--- config.mk ---
export PLATFORM = sky130hd
export DESIGN_NAME = rx_frame_assembler
export DESIGN_NICKNAME = d
export VERILOG_FILES = /design/src/rtl/rx_frame_pkg.sv /design/src/rtl/rx_idle_timer.sv /design/src/rtl/rx_frame_assembler.sv
export SDC_FILE = /design/constraint.sdc
export NUM_CORES = 1
export LEC_CHECK = 0
export BUFFER_PORTS_ARGS = -buffer_cell sky130_fd_sc_hd__buf_2
export CAP_MARGIN = 20
export CORE_MARGIN = 10
export CORE_UTILIZATION = 44
export CTS_CLUSTER_SIZE = 8
export DETAILED_ROUTE_END_ITERATION = 7
export PLACE_DENSITY = 0.73
export SYNTH_ARGS = -nofsm -noshare
export SYNTH_HDL_FRONTEND = slang
export SYNTH_SLANG_ARGS = --single-unit
--- constraint.sdc ---
create_clock -name clk -period 21.7 [get_ports clk]
set_clock_uncertainty 0.1 [all_clocks]
set_input_delay 3.255 -clock clk [delete_from_list [all_inputs] [get_ports clk]]
set_output_delay 3.255 -clock clk [all_outputs]
set_load 0.02 [all_outputs]
--- src/rtl/rx_frame_pkg.sv ---
// Shared types, constants and the slot-to-bit-offset helper for the
// received-byte frame assembler.
package rx_frame_pkg;

    typedef enum logic [1:0] {
        IDLE = 2'd0,
        FILL = 2'd1,
        FULL = 2'd2
    } state_e;

    localparam int FRAME_BYTES_DEF = 66;
    localparam int FRAME_W         = FRAME_BYTES_DEF * 8;

    // Byte slot 0 sits in the MSBs; returns the LSB position of slot idx.
    function automatic int slot_lsb(input int frame_w, input int idx);
        return frame_w - 8 - 8 * idx;
    endfunction

endpackage

--- src/rtl/rx_idle_timer.sv ---
// Inter-byte idle timer: counts enabled cycles, clears on demand and
// saturates at LIMIT-1, where expired_o stays high until cleared.
module rx_idle_timer #(
    parameter int LIMIT = 1024
) (
    input  logic clk,
    input  logic rst,
    input  logic clear_i,
    input  logic enable_i,
    output logic expired_o
);
    localparam int W = (LIMIT > 1) ? $clog2(LIMIT) : 1;
    localparam logic [W-1:0] LAST = W'(LIMIT - 1);

    logic [W-1:0] cnt_q;
    logic [W-1:0] cnt_d;

    // Next count: clear has priority, then saturating increment.
    always_comb begin
        cnt_d = cnt_q;
        if (clear_i) begin
            cnt_d = '0;
        end else if (enable_i && (cnt_q != LAST)) begin
            cnt_d = cnt_q + W'(1);
        end
    end

    // Counter register.
    always_ff @(posedge clk or posedge rst) begin
        if (rst) begin
            cnt_q <= '0;
        end else begin
            cnt_q <= cnt_d;
        end
    end

    assign expired_o = (cnt_q == LAST);

endmodule

--- src/rtl/rx_frame_assembler.sv ---
// Collects strobed bytes into one FRAME_BYTES frame (first byte in the MSBs)
// and offers it with valid/ready. Partial frames are dropped on idle timeout
// or frame_abort. Optional build macro FRAME_CHECKSUM_EN: a trailing XOR byte
// follows each frame and a mismatch discards the frame with a chk_err pulse.
module rx_frame_assembler
    import rx_frame_pkg::*;
#(
    parameter int FRAME_BYTES    = FRAME_BYTES_DEF,
    parameter int TIMEOUT_CYCLES = 1024,
    parameter int CNT_W          = 7
) (
    input  logic                     clk,
    input  logic                     rst,
    input  logic [7:0]               byte_in,
    input  logic                     new_byte,
    input  logic                     frame_abort,
    output logic [FRAME_BYTES*8-1:0] frame_data,
    output logic                     frame_valid,
    input  logic                     frame_ready,
    output logic [CNT_W-1:0]         byte_count,
    output logic                     overrun,
    output logic                     timeout,
    output logic                     chk_err
);
    localparam int               FW       = FRAME_BYTES * 8;
    localparam logic [CNT_W-1:0] FULL_CNT = CNT_W'(FRAME_BYTES);

    state_e           state_q, state_d;
    logic [CNT_W-1:0] count_q, count_d;
    logic [FW-1:0]    frame_q;
    logic             overrun_q, overrun_d;
    logic             timeout_q, timeout_d;
    logic             wr_en;
    logic [CNT_W-1:0] wr_idx;
    logic             tmr_clear, tmr_en, tmr_expired;
`ifdef FRAME_CHECKSUM_EN
    logic [7:0]       xor_q, xor_d;
    logic             chk_err_q, chk_err_d;
`endif

    rx_idle_timer #(
        .LIMIT(TIMEOUT_CYCLES)
    ) u_idle_timer (
        .clk      (clk),
        .rst      (rst),
        .clear_i  (tmr_clear),
        .enable_i (tmr_en),
        .expired_o(tmr_expired)
    );

    // Next-state, slot write and pulse decisions for the assembler FSM.
    always_comb begin
        state_d   = state_q;
        count_d   = count_q;
        wr_en     = 1'b0;
        wr_idx    = count_q;
        overrun_d = 1'b0;
        timeout_d = 1'b0;
        tmr_clear = 1'b1;
        tmr_en    = 1'b0;
`ifdef FRAME_CHECKSUM_EN
        xor_d     = xor_q;
        chk_err_d = 1'b0;
`endif
        case (state_q)
            IDLE: begin
                count_d = '0;
                if (new_byte) begin
                    wr_en   = 1'b1;
                    wr_idx  = '0;
                    count_d = CNT_W'(1);
                    state_d = FILL;
`ifdef FRAME_CHECKSUM_EN
                    xor_d   = byte_in;
`endif
                end
            end
            FILL: begin
                tmr_clear = 1'b0;
                if (frame_abort) begin
                    // Abort beats a same-cycle byte; that byte is lost.
                    tmr_clear = 1'b1;
                    count_d   = '0;
                    state_d   = IDLE;
                end else if (new_byte) begin
                    tmr_clear = 1'b1;
`ifdef FRAME_CHECKSUM_EN
                    if (count_q == FULL_CNT) begin
                        // Trailer byte: compared, never stored.
                        if (byte_in == xor_q) begin
                            state_d = FULL;
                        end else begin
                            chk_err_d = 1'b1;
                            count_d   = '0;
                            state_d   = IDLE;
                        end
                    end else begin
                        wr_en   = 1'b1;
                        count_d = count_q + CNT_W'(1);
                        xor_d   = xor_q ^ byte_in;
                    end
`else
                    wr_en   = 1'b1;
                    count_d = count_q + CNT_W'(1);
                    if (count_q == FULL_CNT - CNT_W'(1)) begin
                        state_d = FULL;
                    end
`endif
                end else if (tmr_expired) begin
                    timeout_d = 1'b1;
                    tmr_clear = 1'b1;
                    count_d   = '0;
                    state_d   = IDLE;
                end else begin
                    tmr_en = 1'b1;
                end
            end
            FULL: begin
                if (frame_ready) begin
                    if (new_byte) begin
                        // Handshake and first byte of the next frame together.
                        wr_en   = 1'b1;
                        wr_idx  = '0;
                        count_d = CNT_W'(1);
                        state_d = FILL;
`ifdef FRAME_CHECKSUM_EN
                        xor_d   = byte_in;
`endif
                    end else begin
                        count_d = '0;
                        state_d = IDLE;
                    end
                end else if (new_byte) begin
                    overrun_d = 1'b1;
                end
            end
            default: begin
                count_d = '0;
                state_d = IDLE;
            end
        endcase
    end

    // Control state, byte counter and one-cycle pulse registers.
    always_ff @(posedge clk or posedge rst) begin
        if (rst) begin
            state_q   <= IDLE;
            count_q   <= '0;
            overrun_q <= 1'b0;
            timeout_q <= 1'b0;
        end else begin
            state_q   <= state_d;
            count_q   <= count_d;
            overrun_q <= overrun_d;
            timeout_q <= timeout_d;
        end
    end

    // Frame storage: only the addressed slot is written, others keep old data.
    always_ff @(posedge clk or posedge rst) begin
        if (rst) begin
            frame_q <= '0;
        end else if (wr_en) begin
            for (int i = 0; i < FRAME_BYTES; i++) begin
                if (wr_idx == CNT_W'(i)) begin
                    frame_q[slot_lsb(FW, i) +: 8] <= byte_in;
                end
            end
        end
    end

`ifdef FRAME_CHECKSUM_EN
    // Running XOR of the frame bytes and the mismatch pulse.
    always_ff @(posedge clk or posedge rst) begin
        if (rst) begin
            xor_q     <= '0;
            chk_err_q <= 1'b0;
        end else begin
            xor_q     <= xor_d;
            chk_err_q <= chk_err_d;
        end
    end
    assign chk_err = chk_err_q;
`else
    assign chk_err = 1'b0;
`endif

    assign frame_data  = frame_q;
    assign frame_valid = (state_q == FULL);
    assign byte_count  = count_q;
    assign overrun     = overrun_q;
    assign timeout     = timeout_q;

endmodule

==> flow_summary.yaml <==
drt:
  dr.pass1.iters: 5
  drc: 0
  route.antenna.remaining_nets: 0
  vias_per_cell: 5.32
  avgRoutedWirePerCell_um: 25.8
  wl_mm: 66.7
  via_count: 13765
  dr.first_iter.drc_count: 666
timing:
  hold_slack_ns: 0.381
  period_needed_ns: 6.70
  slew_violations: 0
  slew_headroom: 0.220
  setup_viol: 0
  rsz0062_at_grt: "no"
  hold_viol_final: 0
  layout_worst_path_cycle_share: 0.309
  fmax_mhz: 149
  tns_ns: 0
  tightest_slew_ns: 1.16
yosys:
  synthMuxAreaShare: 0.275
  async_flop_share: 1.00
  ys_seq_area_frac: 0.635
  avgSynthCellArea_um2: 15.9
  ys_types: 59
  synth_xor_area_frac: 0.00324
  netlist_instances: 1358
  synth_enable_flop_cells: 0
  synth_top_family_by_area: "multiplexers"
  synth-adder-area-share: 0.00173
  synth_ff_type: "dfrtp_1"
  syn_nets: 1374
  ys.warnings.count: 0
  synthSimpleGateAreaFrac: 0.0502
  ys_ff_latch: 549
  synth_compound_area_frac: 0.0149
  syn_area_mm2: 0.0216
run:
  drv_cap: 0
final_layout:
  final_layout_size_suffix_gt1_frac: 0.641
  num-nets-final: 1933
  antenna_cells: 0
  fill_cells: 3954
  synthToLayoutAreaGrowth_pct: 25.5
power:
  clkPwrFrac: 0.464
  internal_power_w: 0.00176
  ir_drop_mv: 0.0684
  pwr-share-seq: 0.462
  switchingPower_w: 0.000550
  combPwrFrac: 0.074
  netSwitchingFraction: 0.238
  leakage_nw: 15.4
  powerDensity_mw_per_mm2: 85.2
die:
  start_util: 0.444
  num_rows: 81
  dieHeight_um: 242
  pin_count: 552
  die_x_um: 242
  fp.coreArea_mm2: 0.0487
  die_area_mm2: 0.0585
clocking:
  insertion_delay_ns: 0.60
  cts_root_buf: "clkbuf_16"
  cts_tree: "yes"
  hold_buffers: 0
  numCtsBuffers: 78
  cts_setup_buffers: 0
  cts_sinks: 549
  cts-resized-gates: 0
  clk_pin_slew_ns: 0.05
  htreeDepth: 3
  clockBufferDepth: 3
worst_setup_path:
  path_cells: "buf_2 > inv_8 > buf_4 > buf_4 > buf_4 > buf_4"
  reg2reg_from: "state_q[1]$_DFFE_PP0P_"
  crit_type: "in -> async"
  crit_path_start_kind: "input pin"
  required_ns: 22.22
  end_kind: "asynchronous set/reset pin"
  cp.arrival_ns: 7.22
  r2r_setup_slack_ns: 18.28
  crit_top_cell: "buf_4"
  worst_path_max_delay_cell: "buf_4"
  rr_worst_depth: 4
  cpPeakStageDelay_ns: 0.87
  worst-path-max-fanout: 143
  crit_family: "buffers and inverters"
  cp_num_buf_inv: 6
  reg2reg_to: "frame_data[45]$_DFFE_PP0P_"
hold_path:
  whs_endpoint: "frame_data[405]$_DFFE_PP0P_"
  holdPathStages: 1
  hold_path.class: "reg -> reg"
  min_from: "frame_data[405]$_DFFE_PP0P_"
global_routing:
  grt_pass1_vias: 15187
  track_usage: 0.225
  grt_pass1_wl_mm: 101
  antenna_found_initial: 0
  grt_max_degree: 144
  overflow: 0
placement:
  post-dp-hpwl_mm: 45.0
  io_buffers: 550
  globalplace.congestion: 0.812
run_status:
  status: "completed"
## kinds of logic (layout without fill, tap and decap cells)
logic type / after synthesis / in the layout
AO/OA/AOI/OAI: 36 / 36
XOR/XNOR: 8 / 8
adder cells (fa/ha/maj): 3 / 3
buffers and inverters: 96 / 662
flip-flops: 549 / 549
multiplexers: 529 / 529
other: 1 / 1
AND/OR/NAND/NOR: 136 / 136
## layer usage
layer,vias to the layer above,routed length (um),track usage
li1,5920,-,-
met1,7255,27000,0.266
met2,496,32800,0.379
met3,94,5290,0.0806
met4,0,1550,0.0710
met5,-,0,0
## worst register-to-register path, stage by stage, from the launching register on
cell and delay [ns]:
dfrtp_1 0.43, nand4bb_1 0.75, nor3_4 1.00, and3_1 0.61, mux2_2 0.40
## how the worst max path moves through the flow
| stage | startpoint | slack [ns] | cells after the start | endpoint |
|---|---|---|---|---|
| 2_1_floorplan | rst | 3.00 | 1 | byte_count[0]$_DFFE_PP0P_ |
| 3_5_place_dp | rst | 14.19 | 6 | frame_data[212]$_DFFE_PP0P_ |
| 5_1_grt | rst | 14.35 | 6 | frame_data[201]$_DFFE_PP0P_ |
| 4_1_cts | rst | 14.82 | 6 | frame_data[204]$_DFFE_PP0P_ |
| 6_report | rst | 15.00 | 6 | frame_data[204]$_DFFE_PP0P_ |
| 3_3_place_gp | rst | 14.33 | 6 | frame_data[202]$_DFFE_PP0P_ |
## Yosys cell counts, drive strengths merged (2+ instances only)
cell type / count / area, um^2
nor2: 24 / 90.1
a21boi: 3 / 26.3
nand2b: 4 / 25.0
ha: 3 / 37.5
a21oi: 6 / 33.8
dfrtp: 549 / 13700
or2: 4 / 25.0
nand2: 12 / 50.1
o21ai: 10 / 65.1
nand4: 18 / 194
inv: 5 / 18.8
buf: 30 / 178
clkbuf: 61 / 229
nor2b: 10 / 62.6
mux2: 529 / 5960
and4: 3 / 26.3
a2111oi: 4 / 85.1
a31oi: 2 / 12.5
and2: 2 / 12.5
nor3: 12 / 148
xor2: 7 / 61.3
nand3: 39 / 350
o21a: 2 / 15.0
## layout make-up
class | instances | area (um^2) | share of cell area
Timing Repair Buffer | 570 | 2930 | 0.108
Sequential cell | 549 | 13700 | 0.506
Clock inverter | 3 | 33.8 | 0.00124
Multi-Input combinational cell | 713 | 7530 | 0.277
Tap cell | 664 | 831 | 0.0306
Clock buffer | 84 | 2070 | 0.0762
Inverter | 5 | 26.3 | 0.000968
## metrics by stage
| step | util | area, um^2 | power (W) | std cells | setup WS [ns] |
|---|---|---|---|---|---|
| 4_1_cts | 0.556 | 27100 | 0.00234 | 2586 | 14.82 |
| 2_1_floorplan | - | 21600 | 0.00119 | 1358 | 3.00 |
| 3_3_place_gp | 0.513 | 25000 | 0.00125 | 2499 | 14.33 |
| 5_1_grt | 0.557 | 27200 | 0.00240 | 2588 | 14.35 |
| 3_5_place_dp | 0.513 | 25000 | 0.00126 | 2499 | 14.19 |
| 6_report | 0.557 | 27200 | 0.00231 | 2588 | 15.00 |
## layout by cell type, fill, tap and decap left out, types with 2 or more instances in the layout
master,n
a2111oi_4,4
a21boi_2,2
a21oi_1,4
a21oi_2,2
a31oi_1,2
and2_1,2
and4_1,3
buf_2,550
buf_4,18
clkbuf_16,82
dfrtp_1,549
ha_1,3
inv_1,4
inv_6,2
mux2_1,31
mux2_2,497
nand2_1,10
nand2_2,2
nand2b_1,4
nand3_1,8
nand3_2,31
nand4_1,5
nand4_2,13
nor2_1,24
nor2b_1,8
nor2b_2,2
nor3_1,2
nor3_2,3
nor3_4,7
o21a_1,2
o21ai_0,5
o21ai_2,5
or2_2,3
xor2_1,7
## power by group through the flow
stage	combinational, W	sequential, W	clock, W
2_1_floorplan	0.0000728	0.00112	0
3_3_place_gp	0.000170	0.00108	0
3_5_place_dp	0.000172	0.00108	0
4_1_cts	0.000173	0.00107	0.00110
5_1_grt	0.000183	0.00107	0.00114
6_report	0.000170	0.00107	0.00107
## state kept, by name (all words and copies together) (netlist names)
register / cells
overrun: 1
byte_count: 7
frame_data: 528
u_idle_timer.cnt_q: 10
timeout: 1
state_q: 2
No activity file was read; power rests on OpenSTA's default activity.
